==> config.mk <==
export PLATFORM = sky130hd
export DESIGN_NAME = fetch_buffer
export DESIGN_NICKNAME = d
export VERILOG_FILES = /design/src/rtl/fetch_buffer.sv
export SDC_FILE = /design/constraint.sdc
export NUM_CORES = 1
export LEC_CHECK = 0
export BUFFER_PORTS_ARGS = -buffer_cell sky130_fd_sc_hd__buf_2
export CORE_MARGIN = 2
export CORE_UTILIZATION = 40
export CTS_BUF_LIST = sky130_fd_sc_hd__clkbuf_8
export DETAILED_ROUTE_END_ITERATION = 8
export REMOVE_ABC_BUFFERS = 1
export SKIP_CTS_REPAIR_TIMING = 1
export SLEW_MARGIN = 20
export SYNTH_ARGS = -nofsm -noshare
export SYNTH_HDL_FRONTEND = slang
export SYNTH_SLANG_ARGS = --single-unit
==> constraint.sdc <==
create_clock -name clk -period 2.8 [get_ports clk]
set_input_delay 0 -clock clk [delete_from_list [all_inputs] [get_ports clk]]
set_output_delay 0 -clock clk [all_outputs]
set_load 0.1 [all_outputs]
==> src/rtl/fetch_buffer.sv <==
// rtl/fetch_buffer.sv - in-order (pc, instr) queue between fetch and decode with redirect flush
module fetch_buffer #(
    parameter int ADDR_W  = 32,
    parameter int INSTR_W = 32,
    parameter int DEPTH   = 4
) (
    input  logic                     clk,
    input  logic                     reset,
    input  logic                     flush,
    input  logic                     in_valid,
    output logic                     in_ready,
    input  logic [ADDR_W-1:0]        in_pc,
    input  logic [INSTR_W-1:0]       in_instr,
    output logic                     out_valid,
    input  logic                     out_ready,
    output logic [ADDR_W-1:0]        out_pc,
    output logic [INSTR_W-1:0]       out_instr,
    output logic [$clog2(DEPTH):0]   count
);

    localparam int PTR_W = $clog2(DEPTH);
    localparam int CNT_W = PTR_W + 1;

    logic [ADDR_W-1:0]  pc_mem_q    [DEPTH];
    logic [INSTR_W-1:0] instr_mem_q [DEPTH];

    logic [PTR_W-1:0] wr_ptr_q, wr_ptr_d;
    logic [PTR_W-1:0] rd_ptr_q, rd_ptr_d;
    logic [CNT_W-1:0] count_q, count_d;
    logic             push, pop;

    // Handshake flags come from occupancy alone; no full-buffer pass-through.
    assign in_ready  = (count_q != CNT_W'(DEPTH));
    assign out_valid = (count_q != '0);
    assign push      = in_valid & in_ready & ~flush;
    assign pop       = out_valid & out_ready & ~flush;

    always_comb begin
        wr_ptr_d = wr_ptr_q;
        rd_ptr_d = rd_ptr_q;
        count_d  = count_q;
        if (flush) begin
            wr_ptr_d = '0;
            rd_ptr_d = '0;
            count_d  = '0;
        end else begin
            if (push) wr_ptr_d = wr_ptr_q + PTR_W'(1);
            if (pop)  rd_ptr_d = rd_ptr_q + PTR_W'(1);
            case ({push, pop})
                2'b10:   count_d = count_q + CNT_W'(1);
                2'b01:   count_d = count_q - CNT_W'(1);
                default: count_d = count_q;
            endcase
        end
    end

    always_ff @(posedge clk or negedge reset) begin
        if (!reset) begin
            wr_ptr_q <= '0;
            rd_ptr_q <= '0;
            count_q  <= '0;
        end else begin
            wr_ptr_q <= wr_ptr_d;
            rd_ptr_q <= rd_ptr_d;
            count_q  <= count_d;
        end
    end

    // Entry storage is not reset; occupancy alone decides what is visible.
    always_ff @(posedge clk) begin
        if (push) begin
            pc_mem_q[wr_ptr_q]    <= in_pc;
            instr_mem_q[wr_ptr_q] <= in_instr;
        end
    end

    assign out_pc    = out_valid ? pc_mem_q[rd_ptr_q]    : '0;
    assign out_instr = out_valid ? instr_mem_q[rd_ptr_q] : '0;
    assign count     = count_q;

endmodule

==> flow_metrics.env <==
export IMPL_crit_chain="nor3_1 -> inv_2 -> nand2_1 -> nor3_1 -> fa_1 -> or4_1 -> a21o_1 -> a31oi_1"
export IMPL_max_freq_mhz=384
export IMPL_wl_mm=20.5
export IMPL_design_area_um2=12900
export IMPL_synthArstFlopShare=0.0266
export IMPL_grt_pass1_wl_mm=30.7
export IMPL_switchingPower_mw=4.93
export IMPL_io_pin_count=138
export IMPL_yosys_warnings=0
export IMPL_synth_area_um2=10200
export IMPL_clock_path_buffers=3
export IMPL_p_leak_nw=4.51
export IMPL_cts_root_buf="clkbuf_8"
export IMPL_fin_skew_ns=0.0130
export IMPL_met1Wirelength_mm=8.70
export IMPL_die_area_um2=26800
export IMPL_cts_tree="built"
export IMPL_reg2reg_from="count[0]"
export IMPL_share_comb_of_total_power=0.367
export IMPL_synth_edf_count=256
export IMPL_grt_use_total=0.152
export IMPL_rsz0062_at_grt="false"
export IMPL_period_needed_ns=2.60
export IMPL_routedWlPerCell_um=19.1
export IMPL_cpMostUsedCell="nor3_1"
export IMPL_nNetsFinal=788
export IMPL_register_area_um2=7870
export IMPL_multi_input_area_um2=2200
export IMPL_top_layer_used="met4"
export IMPL_core_um2=25100
export IMPL_hold_viol=0
export IMPL_arrival_ns=3.05
export IMPL_crit_fanout=9
export IMPL_setup_viol=0
export IMPL_wl_met3_mm=1.17
export IMPL_fill_cells=2114
export IMPL_grt_pass1_vias=5449
export IMPL_vdd_ir_drop_worst_uv=685
export IMPL_cp_slowest_cell="or4_1"
export IMPL_post_route_period_util=0.929
export IMPL_port_buffers=137
export IMPL_numCtsBuffers=43
export IMPL_syn_area_per_cell_um2=21.7
export IMPL_vias_per_cell=4.95
export IMPL_antenna_found_initial=0
export IMPL_critPathCaptureType="flip-flop"
export IMPL_worst_ep_required_time_ns=3.25
export IMPL_antenna_left=0
export IMPL_ys_seq_area_frac=0.771
export IMPL_swShare=0.411
export IMPL_worstSetupPathType="flip-flop to flip-flop"
export IMPL_slew_limit_headroom=0.546
export IMPL_die_height_um=164
export IMPL_dpl_hpwl_mm=12.1
export IMPL_startpoint="count[0]"
export IMPL_worst_pin_slew_ns=0.682
export IMPL_slowest_delay_ns=0.57
export IMPL_drtIter0Drc=278
export IMPL_seqPwrFrac=0.387
export IMPL_synth_seq_cells=263
export IMPL_syn_to_final_growth_pct=26.0
export IMPL_drtPass1Iterations=6
export IMPL_min_from="in_instr[13]"
export IMPL_pwr_density_cell_nw_per_um2=934
export IMPL_post_dp_cell_area_um2=11400
export IMPL_gp_congestion=0.684
export IMPL_fp_row_count=58
export IMPL_clock_sinks=263
export IMPL_maxSlewViolCount=0
export IMPL_ys_types=33
export IMPL_wl_met2_mm=10.2
export IMPL_drive_gt1_frac=0.375
export IMPL_initial_core_util=0.406
export IMPL_dieWidth_um=164
export IMPL_startpoint_type="flip-flop"
export IMPL_grt_ovfl_total=0
export IMPL_hold_class="input pin to flip-flop"
export IMPL_cellInternalPower_mw=7.08
export IMPL_outcome="finished, final reports clean"
export IMPL_synth_flop_cell="edfxtp_1"
export IMPL_clkSlewWorstSetupHoldPaths_ns=0.06
export IMPL_final_common_cell="edfxtp_1"
export IMPL_clk_latency_ns=0.53
export IMPL_drc=0
export IMPL_grt_max_degree=67
export IMPL_syn_inst=470
export IMPL_worst_hold_slack_ns=0.222
export IMPL_p_clk_frac=0.246
export IMPL_cts_max_level=2
export IMPL_final_cell_mix="256 x edfxtp_1, 137 x buf_2, 69 x dlygate4sd3_1, 64 x mux4_2, 64 x and2_1"
export IMPL_cap_violations=0
export IMPL_num_vias=5309
[worst paths after layout]
kind	end	slack, ns	depth (start not counted)
max in group asynchronous	rd_ptr_q[0]	2.07	3
max reg2reg	count[2]	0.20	8
min	instr_mem_q[0][13]	0.22	2
min in group asynchronous	count[0]	0.45	3
max	count[2]	0.20	8
min reg2reg	wr_ptr_q[1]	0.59	2
[registers in the layout (all words and copies together) (netlist names)]
register	count
instr_mem_q	128
pc_mem_q	128
count	3
rd_ptr_q	2
wr_ptr_q	2
[final cells by class]
type	count	share of cell area
Sequential cell	263	0.612
Multi-Input combinational cell	177	0.171
Timing Repair Buffer	224	0.124
Clock buffer	45	0.0482
Tap cell	330	0.0321
Clock inverter	28	0.0106
Inverter	5	0.00146
Antenna cell	1	0.000195
[critical path: cells and delay by family (launching register included)]
kind                       cells  cell delay (ns)
AOI/OAI and AO/OA              2             0.37
DFF                            1             0.50
adders and majority gates      1             0.43
buffers and inverters          1             0.07
and+or+nand+nor                4             1.15
[synthesized netlist by cell type (all sizes together), types with 4 or more instances]
master    n  area (um^2)
edfxtp  256         7690
and3      4         25.0
ha        4         50.1
dfrtp     7          175
nor2      6         22.5
buf      15          103
and2     64          400
mux4     64         1440
clkbuf   10         37.5
inv       5         18.8
nand2     6         22.5
[through the flow]
stage	total power [mW]	util	setup TNS [ns]	std cells	setup WS [ns]
after floorplan	8.29	-	-398.75	445	-1.29
after global routing	12.5	0.512	0	1072	0.0225
after global placement	9.07	0.454	0	930	0.450
final	12.0	0.512	0	1073	0.198
after CTS	12.1	0.485	0	1003	0.0985
after detailed placement	9.11	0.454	0	930	0.261
[power groups by stage]
stage	sequential, mW	clock, mW	combinational [mW]
finish	4.64	2.96	4.41
global route	4.67	3.26	4.60
CTS	4.65	3.07	4.39
detailed placement	4.73	0	4.38
global placement	4.71	0	4.35
floorplan	4.85	0	3.44
[cell families after synthesis]
| group | synth area share |
|---|---|
| adders and majority gates | 0.00687 |
| and+or+nand+nor | 0.0541 |
| AOI/OAI and AO/OA | 0.00711 |
| DFF | 0.771 |
| xor gates and xnor gates | 0.00343 |
| buffers and inverters | 0.0156 |
| muxes | 0.142 |
[routing by layer]
| layer | up-vias | global-route usage |
|---|---|---|
| li1 | 2396 | - |
| met1 | 2717 | 0.196 |
| met2 | 163 | 0.253 |
| met3 | 33 | 0.0467 |
| met4 | 0 | 0.0415 |
| met5 | - | 0 |
Power figures use the tool's default switching activity.
